**config.mk**
```make
export PLATFORM = sky130hd
export DESIGN_NAME = block_regfile_ctrl
export DESIGN_NICKNAME = d
export VERILOG_FILES = /design/src/rtl/regfile_pkg.sv /design/src/rtl/regfile_req_arbiter.sv /design/src/rtl/block_regfile_ctrl.sv
export SDC_FILE = /design/constraint.sdc
export NUM_CORES = 1
export LEC_CHECK = 0
export BUFFER_PORTS_ARGS = -buffer_cell sky130_fd_sc_hd__clkbuf_2
export CAP_MARGIN = 20
export CORE_MARGIN = 4
export CORE_UTILIZATION = 46
export DETAILED_ROUTE_END_ITERATION = 7
export PLACE_DENSITY_LB_ADDON = 0.3
export SLEW_MARGIN = 20
export SYNTH_ARGS = -nofsm -noshare
export SYNTH_HDL_FRONTEND = slang
export SYNTH_SLANG_ARGS = --single-unit
```
**constraint.sdc**
```tcl
create_clock -name clk -period 3 [get_ports clk]
set_input_delay 0.3 -clock clk [delete_from_list [all_inputs] [get_ports clk]]
set_output_delay 0.3 -clock clk [all_outputs]
set_load 0.1 [all_outputs]
```
**src/rtl/regfile_pkg.sv**
```systemverilog
// Shared definitions for the per-block register-file write controller.
// Holds the address-width helper, controller state encoding and field-select constants.
package regfile_pkg;

  // Width of an index into n entries; never narrower than one bit.
  function automatic int addr_w_f(input int n);
    return (n > 1) ? $clog2(n) : 1;
  endfunction

  localparam int ADDR_W_DEFAULT = addr_w_f(256);

  typedef enum logic [2:0] {
    IDLE       = 3'd0,
    WR_ISSUE   = 3'd1,
    WR_WAIT1   = 3'd2,
    WR_WAIT2   = 3'd3,
    SYNC_START = 3'd4,
    SYNC_RUN   = 3'd5
  } ctrl_state_e;

  localparam logic SEL_LO = 1'b0;
  localparam logic SEL_HI = 1'b1;

endpackage

```
**src/rtl/regfile_req_arbiter.sv**
```systemverilog
// Combinational winner pick for the shared regfile write port.
// Fixed priority (lowest index) by default; REGFILE_CTRL_ROUND_ROBIN_EN starts the search at rr_ptr.
module regfile_req_arbiter
  import regfile_pkg::*;
#(
  parameter  int n_req = 4,
  localparam int idx_w = addr_w_f(n_req)
) (
  input  logic [n_req-1:0] req,
`ifdef REGFILE_CTRL_ROUND_ROBIN_EN
  input  logic [idx_w-1:0] rr_ptr,
`endif
  output logic             valid,
  output logic [idx_w-1:0] winner,
  output logic [n_req-1:0] grant
);

  logic [idx_w-1:0] idx;

  always_comb begin
    valid  = 1'b0;
    winner = '0;
    grant  = '0;
    idx    = '0;
    for (int k = 0; k < n_req; k++) begin
`ifdef REGFILE_CTRL_ROUND_ROBIN_EN
      idx = idx_w'((int'(rr_ptr) + k) % n_req);
`else
      idx = idx_w'(k);
`endif
      if (!valid && req[idx]) begin
        valid  = 1'b1;
        winner = idx;
      end
    end
    if (valid) grant[winner] = 1'b1;
  end

endmodule

```
**src/rtl/block_regfile_ctrl.sv**
```systemverilog
// Write-port arbiter and sync sequencer for the per-block register file.
// Optional build macro: REGFILE_CTRL_ROUND_ROBIN_EN selects round-robin arbitration.
module block_regfile_ctrl
  import regfile_pkg::*;
#(
  parameter  int data_width   = 16,
  parameter  int n_blocks     = 256,
  parameter  int n_req        = 4,
  parameter  int sync_timeout = 8,
  localparam int addr_w       = addr_w_f(n_blocks),
  localparam int idx_w        = addr_w_f(n_req),
  localparam int cnt_w        = addr_w_f(sync_timeout)
) (
  input  logic                        clk,
  input  logic                        reset,
  input  logic [addr_w-1:0]           n_active_blocks,
  input  logic [n_req-1:0]            req,
  input  logic [n_req*addr_w-1:0]     req_addr,
  input  logic [n_req*data_width-1:0] req_value,
  input  logic [n_req-1:0]            req_select,
  output logic [n_req-1:0]            ack,
  input  logic                        sync_req,
  output logic                        sync_done,
  output logic                        sync_error,
  output logic [addr_w-1:0]           rf_write_addr,
  output logic [data_width-1:0]       rf_write_value,
  output logic                        rf_write_select,
  output logic                        rf_write_enable,
  output logic                        rf_sync,
  input  logic                        rf_syncing,
  output logic                        busy
);

  ctrl_state_e             state_q, state_d;
  logic                    sync_pend_q, sync_pend_d;
  logic                    seen_rise_q, seen_rise_d;
  logic                    sync_error_d;
  logic [cnt_w-1:0]        cnt_q, cnt_d;
  logic                    we_d, sync_d, done_d, load;
  logic [n_req-1:0]        ack_d, grant, grant_q;
  logic                    arb_valid;
  logic [idx_w-1:0]        winner;
  logic [addr_w-1:0]       wr_addr_q;
  logic [data_width-1:0]   wr_value_q;
  logic                    wr_sel_q;
`ifdef REGFILE_CTRL_ROUND_ROBIN_EN
  logic [idx_w-1:0]        rr_ptr, winner_q;
`endif

  regfile_req_arbiter #(.n_req(n_req)) u_arb (
    .req    (req),
`ifdef REGFILE_CTRL_ROUND_ROBIN_EN
    .rr_ptr (rr_ptr),
`endif
    .valid  (arb_valid),
    .winner (winner),
    .grant  (grant)
  );

  assign busy = (state_q != IDLE);

  always_comb begin
    state_d      = state_q;
    sync_pend_d  = sync_pend_q;
    seen_rise_d  = seen_rise_q;
    cnt_d        = cnt_q;
    sync_error_d = sync_error;
    we_d         = 1'b0;
    sync_d       = 1'b0;
    done_d       = 1'b0;
    ack_d        = '0;
    load         = 1'b0;
    // A request arriving while a sweep is already under way merges into it.
    if (sync_req && state_q != SYNC_START && state_q != SYNC_RUN) sync_pend_d = 1'b1;
    case (state_q)
      IDLE: begin
        if (sync_pend_q || sync_req) begin
          state_d = SYNC_START;
        end else if (arb_valid) begin
          load    = 1'b1;
          state_d = WR_ISSUE;
        end
      end
      WR_ISSUE: begin
        we_d    = 1'b1;
        ack_d   = grant_q;
        state_d = WR_WAIT1;
      end
      WR_WAIT1: state_d = WR_WAIT2;
      WR_WAIT2: state_d = IDLE;
      SYNC_START: begin
        seen_rise_d = 1'b0;
        cnt_d       = '0;
        if (n_active_blocks == '0) begin
          done_d      = 1'b1;
          sync_pend_d = 1'b0;
          state_d     = IDLE;
        end else begin
          sync_d  = 1'b1;
          state_d = SYNC_RUN;
        end
      end
      SYNC_RUN: begin
        if (!seen_rise_q) begin
          if (rf_syncing) begin
            seen_rise_d = 1'b1;
          end else if (cnt_q == cnt_w'(sync_timeout - 1)) begin
            sync_error_d = 1'b1;
            done_d       = 1'b1;
            sync_pend_d  = 1'b0;
            state_d      = IDLE;
          end else begin
            cnt_d = cnt_q + 1'b1;
          end
        end else if (!rf_syncing) begin
          done_d      = 1'b1;
          sync_pend_d = 1'b0;
          state_d     = IDLE;
        end
      end
      default: state_d = IDLE;
    endcase
  end

  // Captured write payload; always loaded before it is used, so no reset needed.
  always_ff @(posedge clk) begin
    if (load) begin
      wr_addr_q  <= req_addr[int'(winner)*addr_w +: addr_w];
      wr_value_q <= req_value[int'(winner)*data_width +: data_width];
      wr_sel_q   <= req_select[winner];
      grant_q    <= grant;
`ifdef REGFILE_CTRL_ROUND_ROBIN_EN
      winner_q   <= winner;
`endif
    end
  end

  // Outputs are registered, so each strobe appears the cycle after its decoding state.
  always_ff @(posedge clk or posedge reset) begin
    if (reset) begin
      state_q         <= IDLE;
      sync_pend_q     <= 1'b0;
      seen_rise_q     <= 1'b0;
      cnt_q           <= '0;
      sync_error      <= 1'b0;
      sync_done       <= 1'b0;
      ack             <= '0;
      rf_write_enable <= 1'b0;
      rf_sync         <= 1'b0;
      rf_write_addr   <= '0;
      rf_write_value  <= '0;
      rf_write_select <= 1'b0;
`ifdef REGFILE_CTRL_ROUND_ROBIN_EN
      rr_ptr          <= '0;
`endif
    end else begin
      state_q         <= state_d;
      sync_pend_q     <= sync_pend_d;
      seen_rise_q     <= seen_rise_d;
      cnt_q           <= cnt_d;
      sync_error      <= sync_error_d;
      sync_done       <= done_d;
      ack             <= ack_d;
      rf_write_enable <= we_d;
      rf_sync         <= sync_d;
      if (we_d) begin
        rf_write_addr   <= wr_addr_q;
        rf_write_value  <= wr_value_q;
        rf_write_select <= wr_sel_q;
      end
`ifdef REGFILE_CTRL_ROUND_ROBIN_EN
      if (we_d) rr_ptr <= (winner_q == idx_w'(n_req - 1)) ? '0 : winner_q + 1'b1;
`endif
    end
  end

endmodule

```
==> Implementation_results.wiki, run 1 <==
{| class="wikitable"
! Metric !! Value
|-
| Number of synthesized flops with an enable pin || 29
|-
| CTS root buffer || clkbuf_8
|-
| Part of the power in registers || 0.311
|-
| Post-CTS Setup Repair Bufs || 0
|-
| TritonCTS clock tree || done
|-
| Post-route DRC || 0
|-
| Cells traversed along the worst timing path || or3_1, clkbuf_2
|-
| Initial core utilization || 0.4810
|-
| Sequential share of the synthesized area || 0.6140
|-
| Core outline area || 0.006422 sq mm
|-
| Area after detailed placement || 0.003930 sq mm
|-
| Most common cell in the synthesized netlist || dfrtp_1
|-
| Post-synthesis register bit count || 70
|-
| Kind of cell with the highest combined delay on the critical path || flip-flops
|-
| Class of the most critical setup path || register to primary output
|-
| Clock tree buffer depth || 2
|-
| DIE WIDTH || 89.95 um
|-
| Largest cells by area after synthesis || dfrtp_1 33%, edfxtp_1 28%, a221o_1 8.1%
|-
| Proportion of power drawn by combinational gates || 0.530
|-
| Clock buffers created by TritonCTS || 9
|-
| Placement row count || 29
|-
| Fin nets || 486
|-
| Max rail drop VDD || 0.5275 mV
|-
| Area added between synthesis and finish || 33.45%
|-
| Detail Placement HPWL || 5545 um
|-
| Post-synthesis cell type count || 38
|-
| Count of hold buffers inserted by post-cts repair || 0
|-
| Register-to-Register Setup Slack || 1.23 ns
|-
| Global-route usage over all layers || 0.1849
|-
| Port Buffers || 149
|-
| Height of the die || 89.95 um
|-
| Largest stage delay, worst path || 0.50 ns
|-
| Worst-case reg-to-reg path depth || 4
|-
| Setup clock skew after layout || 0.01123 ns
|-
| Kind of path behind the tightest hold check || input pin to asynchronous set/reset pin
|-
| Number of nets with antenna violations after routing || 0
|-
| Die outline area || 0.008091 sq mm
|-
| Initial antenna violation count || 0
|-
| Average wire per standard cell || 16.37 um
|-
| Biggest area consumer among synthesized cells || dfrtp_1
|-
| Clk pin slew, worst setup/hold paths || 0.07 ns
|-
| Category of the worst setup path launch point || register
|-
| Total iterations of the first detailed-routing run || 4
|-
| Final Slew Violations || 0
|-
| Area of the mapped netlist || 0.003089 sq mm
|-
| Clock H-tree levels || 3
|-
| Data required time of the worst path || 2.70 ns
|-
| Setup Viol. Count Final || 0
|-
| Most frequently used flop master after synthesis || dfrtp_1
|-
| Cell-internal power || 2189 uW
|-
| Overall overflow remaining after global route || 0
|-
| Total power per unit cell area || 1126 mW/mm^2
|-
| Gp weighted congestion || 0.8129
|-
| Number of vias after detailed routing || 2,472
|-
| Proportion of synthesized flip-flops having asynchronous set or reset || 0.5857
|-
| Result of the run || completed
|-
| Leak || 0.001925 uW
|-
| Max-slew headroom at the worst pin || 0.4291
|-
| Area share of the leading cell type in the synthesized netlist || 0.3321
|-
| Pin count of the biggest net entering global routing || 42
|-
| Diode insertion count for antenna repair || 0
|-
| Period utilisation layout || 0.6563
|-
| Top cells by count, synth || 41 x dfrtp_1, 29 x edfxtp_1, 25 x a221o_1, 25 x a22o_1, 19 x mux2_2
|-
| Insertion delay to the later sink of the worst-skew pair || 0.33 ns
|-
| Biggest fanout along the worst timing path || 8
|-
| Switching Fraction || 0.5285
|-
| Tmin final || 1.969 ns
|-
| Sum of negative setup slack || 0 ns
|-
| Ports || 150
|-
| Warning count from the yosys run || 0
|-
| Drt via density || 5.493
|-
| Final design instance area without fill || 0.004123 sq mm
|-
| First-pass GRT wire length || 11,990 um
|-
| CTS Sinks || 70
|-
| Worst path arrival time || 1.67 ns
|-
| Proportion of power drawn by the clock network || 0.159
|-
| Slew @ Worst Pin || 0.8550 ns
|-
| Unrepaired setup endpoints after global routing || false
|-
| Total detailed-routing wirelength || 7366 um
|-
| Critical Path Slowest Stage Cell || dfrtp_1
|-
| Crit. End Element || primary output
|-
| Crit path launch || state_q[0]$_DFFE_PP0P_
|-
| Total nets after synthesis || 335
|-
| Destination of the worst register-to-register timing path || rf_write_addr[1]$_DFFE_PP0P_
|-
| Switching power summed over all nets || 2454 uW
|-
| Share of layout cells above drive strength 1 || 0.5255
|-
| Via count of the first global-routing pass || 2,549
|-
| Number of design-rule violations left by the first detailed-router iteration || 101
|-
| Cts repair resizes || 0
|-
| Peak Freq || 507.9 MHz
|-
| Cells after Synth || 217
|-
| Reg-to-reg critical path startpoint || state_q[0]$_DFFE_PP0P_
|-
| Endpoints failing hold || 0
|-
| Max_cap viols || 0
|-
| Buffers & Inverters on Critical Path || 1
|-
| Layout Utilization || 0.6419
|-
| Synthesized area divided by synthesized cell count || 14.24 sq um
|}
-- metal layers --
metal | part of all wire | routed length [um] | track usage
met3 | 0.064 | 473 | 0.04174
met1 | 0.41 | 3034 | 0.2204
met5 | 0 | 0 | 0
met4 | 0.014 | 104 | 0.07653
met2 | 0.51 | 3753 | 0.3233
-- worst max-delay path by stage --
stage	end	slack, ns	cells after the start
finish	busy	1.03	2
global route	busy	0.97	2
CTS	busy	1.02	2
detailed placement	wr_value_q[15]$_DFFE_PP_	0.95	5
global placement	wr_value_q[12]$_DFFE_PP_	1.06	5
floorplan	grant_q[0]$_SDFFCE_PN0P_	0.37	3
-- cells by family (layout without fill, tap and decap cells) --
family | Yosys count | count (layout) | synth area share
flip-flops | 70 | 70 | 0.6140
multiplexers | 26 | 26 | 0.09437
XOR/XNOR | 1 | 1 | 0.002836
AND/OR/NAND/NOR | 29 | 29 | 0.05954
buffers and inverters | 18 | 174 | 0.02511
adder cells (fa/ha/maj) | 2 | 2 | 0.008099
AO/OA/AOI/OAI | 71 | 71 | 0.1960
-- metrics by stage --
stage | std cells | setup slack, ns | power (uW) | hold WS, ns
final | 450 | 1.031 | 4643 | 0.1192
after global placement | 434 | 1.064 | 3896 | 0.4317
after global routing | 450 | 0.9658 | 4841 | 0.1854
after detailed placement | 434 | 0.9464 | 3941 | 0.4325
after CTS | 450 | 1.019 | 4685 | 0.1509
after floorplan | 217 | 0.3667 | 3475 | 0.4271
-- sequential cells by signal, indices dropped and copies added (netlist names) --
signal and cells:
rf_write_value 16, wr_sel_q 1, ack 4, seen_rise_q 1, rf_write_enable 1, sync_error 1
wr_addr_q 8, rf_sync 1, wr_value_q 16, rf_write_select 1, grant_q 4, cnt_q 3
sync_done 1, state_q 3, sync_pend_q 1, rf_write_addr 8
-- power by group through the flow --
stage / clock network [uW] / logic (uW) / registers, uW
3_3_place_gp: 0 / 2450 / 1450
3_5_place_dp: 0 / 2470 / 1470
4_1_cts: 757 / 2480 / 1450
6_report: 739 / 2460 / 1440
5_1_grt: 800 / 2560 / 1480
2_1_floorplan: 0 / 614 / 2860
-- area by class of cell --
cell class              instances  area, sq um
fillers                       514         2300
flip-flops and latches         70         1897
multi-input cells             129         1131
repair buffers                156        798.3
clock buffers                  12        145.1
well taps                      77        96.34
clock inverters                 4        47.55
inverters                       2        7.507
-- cell usage in the layout (no fill, tap or decap), types with 2 or more instances in the layout --
cell	netlist	routed
clkinv_2	0	2
nor4_1	2	2
nor3_2	1	2
a221o_1	25	25
nor2_1	5	4
mux2_1	6	6
and2_1	4	4
edfxtp_1	29	29
buf_4	0	7
o21ai_0	7	7
clkbuf_8	0	10
dfrtp_1	41	41
nand2_1	4	4
ha_1	2	2
mux2_2	19	19
a21oi_1	4	4
o31a_1	2	2
nor3_1	3	2
a31oi_1	2	2
a22o_1	25	25
clkbuf_1	7	2
clkbuf_2	0	149
No activity file was read; power rests on OpenSTA's default activity.
==> run 2: changes to the inputs <==
--- a/config.mk
+++ b/config.mk
@@ -5,10 +5,11 @@
 export SDC_FILE = /design/constraint.sdc
 export NUM_CORES = 1
 export LEC_CHECK = 0
+export ABC_AREA = 1
 export BUFFER_PORTS_ARGS = -buffer_cell sky130_fd_sc_hd__clkbuf_2
 export CAP_MARGIN = 20
 export CORE_MARGIN = 4
-export CORE_UTILIZATION = 46
+export CORE_UTILIZATION = 42
 export DETAILED_ROUTE_END_ITERATION = 7
 export PLACE_DENSITY_LB_ADDON = 0.3
 export SLEW_MARGIN = 20
==> constraint.sdc (replaced) <==
create_clock -name clk -period 1.6 [get_ports clk]
set_input_delay 0.16 -clock clk [delete_from_list [all_inputs] [get_ports clk]]
set_output_delay 0.16 -clock clk [all_outputs]
set_load 0.1 [all_outputs]
==> run 2 against run 1 <==
Against the previous run: sequential power is 84% higher; clock skew is 0.0027 ns lower; utilization is 5.5 points lower; critical path depth is 2 higher; clock-buffer cell count is 1 lower; register-to-register slack worse by 1.1 ns; combinational power is 78% higher; worst setup slack worse by 0.91 ns; final cell count is 39% higher; via count is 22% higher; worst hold slack worse by 0.020 ns; largest cell class unchanged; highest routed layer unchanged.
==> Implementation_results.wiki, run 2 <==
{| class="wikitable"
! Metric !! Value
|-
| TritonCTS clock tree || done
|-
| Post-route DRC || 0
|-
| Overall overflow remaining after global route || 0
|-
| Drt via density || 4.808
|-
| Share of layout cells above drive strength 1 || 0.3624
|-
| Height of the die || 96.11 um
|-
| Largest cells by area after synthesis || dfrtp_1 31%, edfxtp_1 27%, nand2_1 20%
|-
| Setup clock skew after layout || 0.008486 ns
|-
| Worst path arrival time || 1.52 ns
|-
| Peak Freq || 674.5 MHz
|-
| Initial antenna violation count || 0
|-
| Category of the worst setup path launch point || register
|-
| Unrepaired setup endpoints after global routing || false
|-
| Post-synthesis cell type count || 24
|-
| Biggest area consumer among synthesized cells || dfrtp_1
|-
| Fin nets || 640
|-
| Biggest fanout along the worst timing path || 12
|-
| First-pass GRT wire length || 13,340 um
|-
| Slew @ Worst Pin || 1.079 ns
|-
| Number of synthesized flops with an enable pin || 29
|-
| Max_cap viols || 0
|-
| Worst setup margin || 0.1174 ns
|-
| Top cells by count, synth || 171 x nand2_1, 41 x dfrtp_1, 29 x edfxtp_1, 28 x nand3_1, 25 x nand4_1
|-
| Pin count of the biggest net entering global routing || 31
|-
| Proportion of power drawn by combinational gates || 0.523
|-
| Post-Place Setup Slack || -0.03315 ns
|-
| Critical Path Slowest Stage Cell || dfrtp_1
|-
| Total iterations of the first detailed-routing run || 5
|-
| Most common cell in the synthesized netlist || nand2_1
|-
| Period utilisation layout || 0.9266
|-
| Kind of cell with the highest combined delay on the critical path || flip-flops
|-
| Number of vias after detailed routing || 3,010
|-
| Port Buffers || 149
|-
| Most common library cell in the layout ignoring fill and taps || nand2_1
|-
| Switching power summed over all nets || 4503 uW
|-
| Average wire per standard cell || 13.48 um
|-
| Area added between synthesis and finish || 33.31%
|-
| Buffers & Inverters on Critical Path || 1
|-
| Number of design-rule violations left by the first detailed-router iteration || 65
|-
| Leak || 0.002226 uW
|-
| Result of the run || completed
|-
| Insertion delay to the later sink of the worst-skew pair || 0.34 ns
|-
| Class of the most critical setup path || register to register
|-
| Part of the power in registers || 0.317
|-
| DIE WIDTH || 96.11 um
|-
| Synthesized area divided by synthesized cell count || 8.909 sq um
|-
| Hold WS || 0.09932 ns
|-
| Global-route usage over all layers || 0.1914
|-
| Most frequently used flop master after synthesis || dfrtp_1
|-
| Overall power || 8363 uW
|-
| Crit. End Element || register
|-
| Final Slew Violations || 0
|-
| Ports || 150
|-
| Total power per unit cell area || 1924 mW/mm^2
|-
| Diode insertion count for antenna repair || 0
|-
| CTS Sinks || 70
|-
| Kind of path behind the tightest hold check || input pin to register
|-
| Die outline area || 0.009237 sq mm
|-
| Clock buffers created by TritonCTS || 9
|-
| Initial core utilization || 0.4401
|-
| Post-synthesis register bit count || 70
|-
| CTS root buffer || clkbuf_8
|-
| Layout Utilization || 0.5867
|-
| Max rail drop VDD || 0.7389 mV
|-
| Proportion of synthesized flip-flops having asynchronous set or reset || 0.5857
|-
| Sequential share of the synthesized area || 0.5817
|-
| Max-slew headroom at the worst pin || 0.2810
|-
| Largest stage delay, worst path || 0.45 ns
|-
| Gp weighted congestion || 0.7872
|-
| Highest-count cells in the layout ignoring fill and taps || 171 x nand2_1, 148 x clkbuf_2, 41 x dfrtp_1
|-
| Tmin final || 1.483 ns
|-
| Area of the mapped netlist || 0.003261 sq mm
|-
| Cells after Synth || 366
|-
| Post-CTS Setup Repair Bufs || 0
|-
| Detail Placement HPWL || 6407 um
|-
| Clk pin slew, worst setup/hold paths || 0.08 ns
|-
| Clock tree buffer depth || 2
|-
| Largest registers || rf_write_value: 16 flops, wr_value_q: 16 flops
|-
| Via count of the first global-routing pass || 2,956
|-
| Data required time of the worst path || 1.63 ns
|-
| Cells traversed along the worst timing path || nor2_2, nand3_2, a31oi_4, buf_4
|-
| Area share of the leading cell type in the synthesized netlist || 0.3147
|-
| Number of nets with antenna violations after routing || 0
|-
| Core outline area || 0.007408 sq mm
|-
| Clock H-tree levels || 3
|-
| Warning count from the yosys run || 0
|-
| Cell-internal power || 3860 uW
|-
| Setup Viol. Count Final || 0
|-
| Proportion of power drawn by the clock network || 0.160
|-
| Total detailed-routing wirelength || 8436 um
|-
| Total nets after synthesis || 484
|-
| Switching Fraction || 0.5384
|-
| Placement row count || 31
|-
| Endpoints failing hold || 0
|}
## run 2: cell count changes after synthesis, moves of 11 or more
| cell | delta |
|---|---|
| inv_1 | +11 |
| a221o_1 | -25 |
| nand3_1 | +27 |
| nor2_1 | +13 |
| nand2_1 | +167 |
| mux2_2 | -19 |
| nand4_1 | +25 |
| a22o_1 | -25 |
## run 2: power groups by stage
stage | Sequential, uW | Clock (uW) | Combinational (uW)
finish | 2650 | 1340 | 4370
global route | 2720 | 1480 | 4660
CTS | 2650 | 1370 | 4410
detailed placement | 2690 | 0 | 4400
global placement | 2670 | 0 | 4350
floorplan | 5090 | 0 | 1090
## run 2: path summary, 6_finish.rpt
check                                             start                            end  slack, ns  cells past startpoint
worst max-delay path             state_q[1]$_DFFE_PP0P_        wr_value_q[9]$_DFFE_PP_       0.12                      4
worst min-delay path                       req_addr[27]         wr_addr_q[3]$_DFFE_PP_        0.1                      3
worst max register to register   state_q[1]$_DFFE_PP0P_        wr_value_q[9]$_DFFE_PP_       0.12                      4
worst min register to register  wr_value_q[8]$_DFFE_PP_  rf_write_value[8]$_DFFE_PP0P_       0.44                      2
max in group asynchronous                         reset         sync_error$_DFFE_PP0P_       0.74                      4
min in group asynchronous                         reset  rf_write_value[1]$_DFFE_PP0P_       0.36                      3
## run 2: cell type report
cell class                 instances  area, sq um
inverter                          16        60.06
tap                               99        123.9
clock inverter                     5        51.30
fill                             664         3062
multi-input combinational        264         1217
clock buffer                      11        131.4
sequential                        70         1897
timing repair buffer             161        865.8
## run 2: logic make-up (layout without fill, tap and decap cells)
| family | Yosys count | count (layout) | synth area share |
|---|---|---|---|
| AO/OA/AOI/OAI | 13 | 13 | 0.02494 |
| adder cells (fa/ha/maj) | 2 | 2 | 0.007673 |
| buffers and inverters | 32 | 193 | 0.05487 |
| flip-flops | 70 | 70 | 0.5817 |
| AND/OR/NAND/NOR | 249 | 249 | 0.3308 |
## run 2: worst min-delay path, cell delays in order
cell and delay [ns]:
clkbuf_2 0.08, nand2_1 0.04, nand4_1 0.05
## run 2: what timing repair did
item | in CTS | in global routing
setup endpoints to repair | 0 | 4
hold endpoints to repair | 18 | 0
hold buffers | 1 | 0
gates resized for setup | 0 | 2
## run 2: stage by stage
stage	setup TNS (ns)	cells	cell area [sq um]
final	0	626	4347
after detailed placement	-0.08514	609	4146
after floorplan	-1.221	366	3286
after global routing	0	626	4347
after global placement	0	609	4146
after CTS	0	626	4339
## run 2: metal layers
layer  track usage  share of wire  vias up
li1              -              -     1520
met1        0.2092           0.38     1337
met2        0.3381           0.53      130
met3       0.05395          0.074       23
met4       0.09360          0.025        0
met5             0              0        -
